[config.mk]
export PLATFORM = sky130hd
export DESIGN_NAME = data_ram_arbiter
export DESIGN_NICKNAME = d
export VERILOG_FILES = /design/src/rtl/data_ram_arbiter.sv
export SDC_FILE = /design/constraint.sdc
export NUM_CORES = 1
export LEC_CHECK = 0
export ABC_CLOCK_PERIOD_IN_PS = 4300
export BUFFER_PORTS_ARGS = -buffer_cell sky130_fd_sc_hd__buf_4
export CAP_MARGIN = 20
export CORE_AREA = 2 2 126 128
export CTS_CLUSTER_DIAMETER = 100
export DETAILED_ROUTE_END_ITERATION = 12
export DIE_AREA = 0 0 128 130
export GPL_ROUTABILITY_DRIVEN = 0
export HOLD_SLACK_MARGIN = 0.05
export PLACE_DENSITY = 0.8
export SLEW_MARGIN = 30
export SYNTH_ARGS = -nofsm -noshare
export SYNTH_HDL_FRONTEND = slang
export SYNTH_SLANG_ARGS = --single-unit
[constraint.sdc]
create_clock -name clk -period 4.3 [get_ports clk]
set_input_delay 0.43 -clock clk [delete_from_list [all_inputs] [get_ports clk]]
set_output_delay 0.43 -clock clk [all_outputs]
set_load 0.05 [all_outputs]
[src/rtl/data_ram_arbiter.sv]
// data_ram_arbiter: shares data_ram between the CPU MEM stage (port 0) and
// the debug/loader DMA (port 1), one access at a time.
module data_ram_arbiter #(
    parameter bit RR_EN = 1'b1
) (
    input  logic        clk,
    input  logic        rst,
    input  logic        p0_req,
    input  logic        p0_we,
    input  logic [31:0] p0_addr,
    input  logic [31:0] p0_wdata,
    input  logic [2:0]  p0_mode,
    input  logic [2:0]  p0_write_mode,
    input  logic        p0_us,
    input  logic        p0_lock,
    output logic        p0_gnt,
    output logic        p0_done,
    output logic [31:0] p0_rdata,
    input  logic        p1_req,
    input  logic        p1_we,
    input  logic [31:0] p1_addr,
    input  logic [31:0] p1_wdata,
    input  logic [2:0]  p1_mode,
    input  logic [2:0]  p1_write_mode,
    input  logic        p1_us,
    input  logic        p1_lock,
    output logic        p1_gnt,
    output logic        p1_done,
    output logic [31:0] p1_rdata,
    output logic        data_sram_en,
    output logic        data_sram_we,
    output logic [31:0] data_sram_addr,
    output logic [31:0] data_sram_wdata,
    output logic [2:0]  data_sram_mode,
    output logic [2:0]  data_sram_write_mode,
    output logic        data_sram_us,
    input  logic [31:0] data_sram_rdata
);

    typedef enum logic [1:0] {IDLE, RDATA, RET} state_t;

    state_t      state_q, state_d;
    logic        last_gnt_q, last_gnt_d;
    logic [1:0]  lock_q, lock_d;
    logic [31:0] h_addr_q, h_addr_d;
    logic [2:0]  h_mode_q, h_mode_d;
    logic [2:0]  h_wmode_q, h_wmode_d;
    logic        h_us_q, h_us_d;
    logic        h_we_q, h_we_d;
    logic        h_port_q, h_port_d;
    logic        st_done_q, st_done_d;
    logic        st_port_q, st_port_d;
    logic [31:0] rdata0_q, rdata0_d;
    logic [31:0] rdata1_q, rdata1_d;

    logic        win, grant, ld_done;
    logic        w_we, w_us, w_lock;
    logic [31:0] w_addr, w_wdata;
    logic [2:0]  w_mode, w_wmode;

    // A held lock beats round-robin for exactly one arbitration.
    always_comb begin
        if (lock_q[0] && p0_req)      win = 1'b0;
        else if (lock_q[1] && p1_req) win = 1'b1;
        else if (p0_req && p1_req)    win = RR_EN ? ~last_gnt_q : 1'b0;
        else                          win = p1_req;
    end

    assign grant   = !rst && (state_q != RDATA) && (p0_req || p1_req);
    assign w_we    = win ? p1_we         : p0_we;
    assign w_us    = win ? p1_us         : p0_us;
    assign w_lock  = win ? p1_lock       : p0_lock;
    assign w_addr  = win ? p1_addr       : p0_addr;
    assign w_wdata = win ? p1_wdata      : p0_wdata;
    assign w_mode  = win ? p1_mode       : p0_mode;
    assign w_wmode = win ? p1_write_mode : p0_write_mode;

    assign p0_gnt  = grant && !win;
    assign p1_gnt  = grant && win;
    assign ld_done = (state_q == RET) && !h_we_q;
    assign p0_done = !rst && ((ld_done && !h_port_q) || (st_done_q && !st_port_q));
    assign p1_done = !rst && ((ld_done && h_port_q) || (st_done_q && st_port_q));
    assign p0_rdata = rdata0_q;
    assign p1_rdata = rdata1_q;

    always_comb begin
        state_d    = state_q;
        last_gnt_d = last_gnt_q;
        lock_d     = lock_q;
        h_addr_d   = h_addr_q;
        h_mode_d   = h_mode_q;
        h_wmode_d  = h_wmode_q;
        h_us_d     = h_us_q;
        h_we_d     = h_we_q;
        h_port_d   = h_port_q;
        st_done_d  = grant && w_we;
        st_port_d  = win;
        rdata0_d   = rdata0_q;
        rdata1_d   = rdata1_q;
        unique case (state_q)
            RDATA:   state_d = RET;
            default: state_d = (grant && !w_we) ? RDATA : IDLE;
        endcase
        if (grant) begin
            last_gnt_d = win;
            lock_d     = win ? {w_lock, 1'b0} : {1'b0, w_lock};
            h_addr_d   = w_addr;
            h_mode_d   = w_mode;
            h_wmode_d  = w_wmode;
            h_us_d     = w_us;
            h_we_d     = w_we;
            h_port_d   = win;
        end
        if (state_q == RDATA) begin
            if (h_port_q) rdata1_d = data_sram_rdata;
            else          rdata0_d = data_sram_rdata;
        end
    end

    // data_ram extends combinationally, so idle cycles keep the held controls.
    always_comb begin
        data_sram_en         = 1'b0;
        data_sram_we         = 1'b0;
        data_sram_addr       = h_addr_q;
        data_sram_wdata      = 32'h0;
        data_sram_mode       = h_mode_q;
        data_sram_write_mode = h_wmode_q;
        data_sram_us         = h_us_q;
        if (grant) begin
            data_sram_en         = 1'b1;
            data_sram_we         = w_we;
            data_sram_addr       = w_addr;
            data_sram_wdata      = w_wdata;
            data_sram_mode       = w_mode;
            data_sram_write_mode = w_wmode;
            data_sram_us         = w_us;
        end
    end

    always_ff @(posedge clk) begin
        if (rst) begin
            state_q    <= IDLE;
            last_gnt_q <= 1'b1;
            lock_q     <= 2'b00;
            h_addr_q   <= 32'h0;
            h_mode_q   <= 3'h0;
            h_wmode_q  <= 3'h0;
            h_us_q     <= 1'b0;
            h_we_q     <= 1'b0;
            h_port_q   <= 1'b0;
            st_done_q  <= 1'b0;
            st_port_q  <= 1'b0;
            rdata0_q   <= 32'h0;
            rdata1_q   <= 32'h0;
        end else begin
            state_q    <= state_d;
            last_gnt_q <= last_gnt_d;
            lock_q     <= lock_d;
            h_addr_q   <= h_addr_d;
            h_mode_q   <= h_mode_d;
            h_wmode_q  <= h_wmode_d;
            h_us_q     <= h_us_d;
            h_we_q     <= h_we_d;
            h_port_q   <= h_port_d;
            st_done_q  <= st_done_d;
            st_port_q  <= st_port_d;
            rdata0_q   <= rdata0_d;
            rdata1_q   <= rdata1_d;
        end
    end

endmodule

# Word-level counts from Yosys, hierarchy flattened
# Cells that the tools add are included.
[totals] reg_bits=112 output_inout_bits=141 wordCells=67 inputBits=182
[op_classes] n_eq_ne=3 bitwise=2 mux=20 reduce_logical=28
[ops] cell="two-way mux 32 bit" n=4
[ops] cell="logical AND 1 bit" n=16
[ops] cell="two-way mux 3 bit" n=4
[ops] cell="two-way mux 1 bit" n=10
[ops] cell="logical NOT 1 bit" n=6
[ops] cell="two-way mux 2 bit" n=2
[ops] cell="AND reduction 2 bit" n=2
[ops] cell="logical OR 1 bit" n=3
[ops] cell="equality test 2 x 1 -> 1 bit, second input constant" n=1
[ops] cell="equality test 2 bit, second input constant" n=1
[ops] cell="!= test 2 x 1 -> 1 bit, second input constant" n=1
[ops] cell="NOT 1 bit" n=2
[ops] cell="OR reduction 2 bit" n=1

# Depth between registers and ports, before layout
[logic_depth] depth_word=9 depth_mapped=7 ltp_nobuf=4

# Least setup slack after synthesis
# No wires, ideal clock.
[synth_timing] kind="input -> output" from="input p1_req" to="output data_sram_addr[17]" n_path_buf=3 slack_ps=1724 path_stages=7 arrival_ps=2146 t_required_ps=3870 cell_sequence="or2_0 > buf_2 > nand3_4 > inv_2 > buf_6 > buf_2 > a31oi_1"
[synth_between] elab_chain_cells=6 elab_cells_between_ends=9 cone_classes="mux: 5; reduce/logical: 4"
[synth_rtl] item="from (decl)" line="19" text="input logic p1_req,"
[synth_rtl] item="logical AND 1 bit" line="65" text="else if (p0_req && p1_req) win = RR_EN ? ~last_gnt_q : 1'b0;"
[synth_rtl] item="two-way mux 1 bit" line="65"
[synth_rtl] item="two-way mux 1 bit" line="64" text="else if (lock_q[1] && p1_req) win = 1'b1;"
[synth_rtl] item="two-way mux 1 bit" line="63" text="if (lock_q[0] && p0_req) win = 1'b0;"
[synth_rtl] item="two-way mux 32 bit" line="73" text="assign w_addr = win ? p1_addr : p0_addr;"
[synth_rtl] item="two-way mux 32 bit (*)"
[synth_rtl] item="to (decl)" line="32" text="output logic [31:0] data_sram_addr,"
# Mark *: on every way between the ends. The rest lies on a longest branch, timed or not.

# Final worst setup path
[layout_timing] from="register state_q[1]" to="output data_sram_addr[2]"
[layout_between] elab_chain_cells=4
[layout_rtl] item="from (decl)" line="42" text="state_t state_q, state_d;"
[layout_rtl] item="from (signal assigned)" line="156" text="state_q <= state_d;"
[layout_rtl] item="!= test 2 x 1 -> 1 bit" line="69" text="assign grant = !rst && (state_q != RDATA) && (p0_req || p1_req);"
[layout_rtl] item="logical AND 1 bit (2 in series)" line="69"
[layout_rtl] item="two-way mux 32 bit"
# Every way passes these cells.

==> results.md <==
* Crit path DAT at 2.77 ns
* Clock Skew at 0.01254 ns
* XOR/XNOR Fraction of Synth Area at 0%
* Largest net degree at the start of global routing at 77
* Die area at 16,640 µm²
* Final hold violations at 0
* R2R Path Start: state_q[1]
* Synth Warn # at 0
* Multiplexer area fraction after synthesis at 0%
* Logic pwr share at 35.4%
* Placed Cells at 1,169
* Vias per Instance at 5.582
* WS Path Type: register to primary output
* Final Cell Area at 8341 µm²
* Seq/Total Area, Yosys at 39.87%
* Async S/R FF share, synth at 0%
* P_int at 1.936 mW
* CTS Sinks at 112
* Vias in the first global route at 6,177
* Synth Area in Compound Gates at 34.91%
* Initial drt markers at 388
* Mean post-synth cell area at 7.736 µm²
* Critical Path Sink Type: primary output
* Synth Area in Adders at 0%
* Clk slew on worst S/H paths at 0.08 ns
* Commonest cells after routing, fill and taps aside: buf_4 (333), nand2_1 (129), dfxtp_1 (112)
* Detailed placement HPWL at 13,610 µm
* Ant diodes at 0
* Maxcap violations at 0
* Clock latency on the worst-skew pair at 0.35 ns
* Power per cell area at 374.9 nW/µm²
* Worst r2r dst: h_addr_q[2]
* Final ANT Viol Nets at 0
* Reg-to-reg slack, setup at 1.95 ns
* Setup crit start: state_q[1]
* Vias at 6,615
* Routed Wire Length at 19,520 µm
* CP Max Fanout at 36
* Die width at 128 µm
* Startpoint Class: register
* Post-Layout Cell Count at 1,185
* Dominant synthesized flop cell: dfxtp_1
* WP data required at 3.87 ns
* Gr usage total at 22.44%
* Row count at 46
* CTS tree: yes
* Max clock buf depth at 2
* Yosys reg bits at 112
* Final net count at 1,170
* Syn_nets at 909
* R2R cell count at 5
* IO Port Bufs at 322
* Max Slew Vio Count at 0
* Area grow syn2layout at 48.30%
* Number of setup buffers added after CTS at 0
* Clk network pwr share at 28.6%
* H-Tree Depth at 3
* 1st-pass router iterations at 5
* Min Clock Period, post-route at 3.198 ns
* Psw at 1.191 mW
* Final period utilization at 74.38%
* First-pass GRT wire length at 30,570 µm
* Num CTS Buffers at 9
* Distinct cells, synth at 39
* Largest family of logic cells by synthesized area: compound AO/OA/AOI/OAI gates
* Drc violations at 0
* Max_slew headroom at 43.82%
* Starting Density at 36.46%
* Simple-gate portion of the synthesized area at 17.95%
* Worst VDD drop at 0.1816 mV
* Number of flops mapped to enable cells by yosys at 0
* Worst setup path end: data_sram_addr[2]
* Outcome: finished clean
* Post-Synthesis Cell Area at 5624 µm²
* Fmax at 312.7 MHz
* Initial antenna violation count at 0
* Most common cell after layout, fill and taps aside: buf_4
* Leak at 3.419 nW
* Area after DPL at 8015 µm²
* Sequential power share at 36.1%
* WL/cell at 16.48 µm
* Slew @ Worst Pin at 0.8427 ns
* Setup_tns at 0 ns
* I/O Pins at 323
* Layout cells sized above 1 at 38.97%
* Final setup viols at 0
* Post-Syn Instances at 727
* Total power at 3.127 mW
* CTS Hold Bufs at 0
* Die height at 130 µm
* Resize count post-CTS at 0
* Core area at 15,420 µm²
* GRT overflow at 0
* RSZ-0062 raised after global routing: no
* Sw Share at 38.10%
* Clock Root Buffer: clkbuf_16
* Worst min path class: input port to register
==> how the worst min path moves through the flow <==
stage | to | slack [ns] | start | cells after the start
2_1_floorplan | last_gnt_q | 0.46 | last_gnt_q | 2
3_3_place_gp | p1_rdata[15] | 0.44 | p1_rdata[15] | 2
3_5_place_dp | p1_rdata[8] | 0.45 | p1_rdata[8] | 2
4_1_cts | state_q[0] | 0.26 | p0_we | 2
5_1_grt | state_q[0] | 0.26 | p0_we | 2
6_report | state_q[0] | 0.28 | p0_we | 2
==> synthesized netlist by cell type, types with 2 or more instances <==
library cell	instances	share of area (%)
a32oi_1	2	0.31
nand2b_1	2	0.22
o32ai_2	2	0.58
buf_2	27	2.4
clkbuf_2	3	0.27
nor2_1	8	0.53
nand2_1	129	8.6
a311oi_2	27	7.2
nand3b_1	2	0.27
nand3_1	72	6.4
a311oi_1	12	1.9
inv_1	6	0.40
nor3_1	2	0.18
dfxtp_1	112	40
o21ai_0	71	6.3
clkbuf_1	47	3.1
buf_6	4	0.80
nand4_1	2	0.22
inv_2	2	0.13
and3b_1	2	0.31
buf_1	2	0.13
a21oi_1	97	8.6
a31oi_1	78	8.7
==> per-layer routing <==
metal / vias to the layer above / global-route usage [%] / routed length (µm)
met5: - / 0 / 26
met4: 2 / 6.658 / 430
met3: 32 / 6.642 / 1643
met2: 282 / 38.60 / 9395
met1: 3103 / 27.32 / 8028
li1: 3196 / - / -
==> flip-flops by register name, indices dropped and copies added, names as in the netlist <==
signal / cells
last_gnt_q: 1
p1_rdata: 32
h_addr_q: 32
st_done_q: 1
h_mode_q: 3
h_wmode_q: 3
st_port_q: 1
p0_rdata: 32
h_us_q: 1
state_q: 2
h_we_q: 1
lock_q: 2
h_port_q: 1
==> cell type report <==
type | instances | area [µm²]
clock buffers | 9 | 225.2
repair buffers | 333 | 2500
clock inverters | 7 | 100.1
multi-input cells | 524 | 3003
fillers | 1492 | 7084
inverters | 8 | 30.03
well taps | 192 | 240.2
flip-flops and latches | 112 | 2242
==> power groups by stage <==
stage               clock (mW)  combinational (mW)  sequential (mW)
global route             0.958                1.17             1.14
CTS                      0.915                1.11             1.13
global placement             0                1.09             1.15
floorplan                    0               0.666             1.22
detailed placement           0                1.10             1.15
finish                   0.893                1.11             1.13
==> cells by family after synthesis <==
group,count (synthesis)
AO/OA/AOI/OAI,298
AND/OR/NAND/NOR,226
flip-flops,112
buffers and inverters,91
==> through the flow <==
stage | util (%) | setup slack, ns | hold WS, ns
after floorplan | - | 1.724 | 0.4580
after global placement | 51.91 | 1.320 | 0.4421
after detailed placement | 51.96 | 1.292 | 0.4477
after CTS | 54.07 | 1.097 | 0.2634
after global routing | 54.07 | 0.9578 | 0.2632
final | 54.07 | 1.102 | 0.2826
==> worst max-delay path, cell delays in order, from the launching register on <==
cell	delay [ns]
dfxtp_1	0.46
nand2b_2	0.21
nand3_4	0.33
inv_2	0.57
buf_4	0.44
a31oi_1	0.16
buf_4	0.22
No activity file was read; power rests on OpenSTA's default activity.
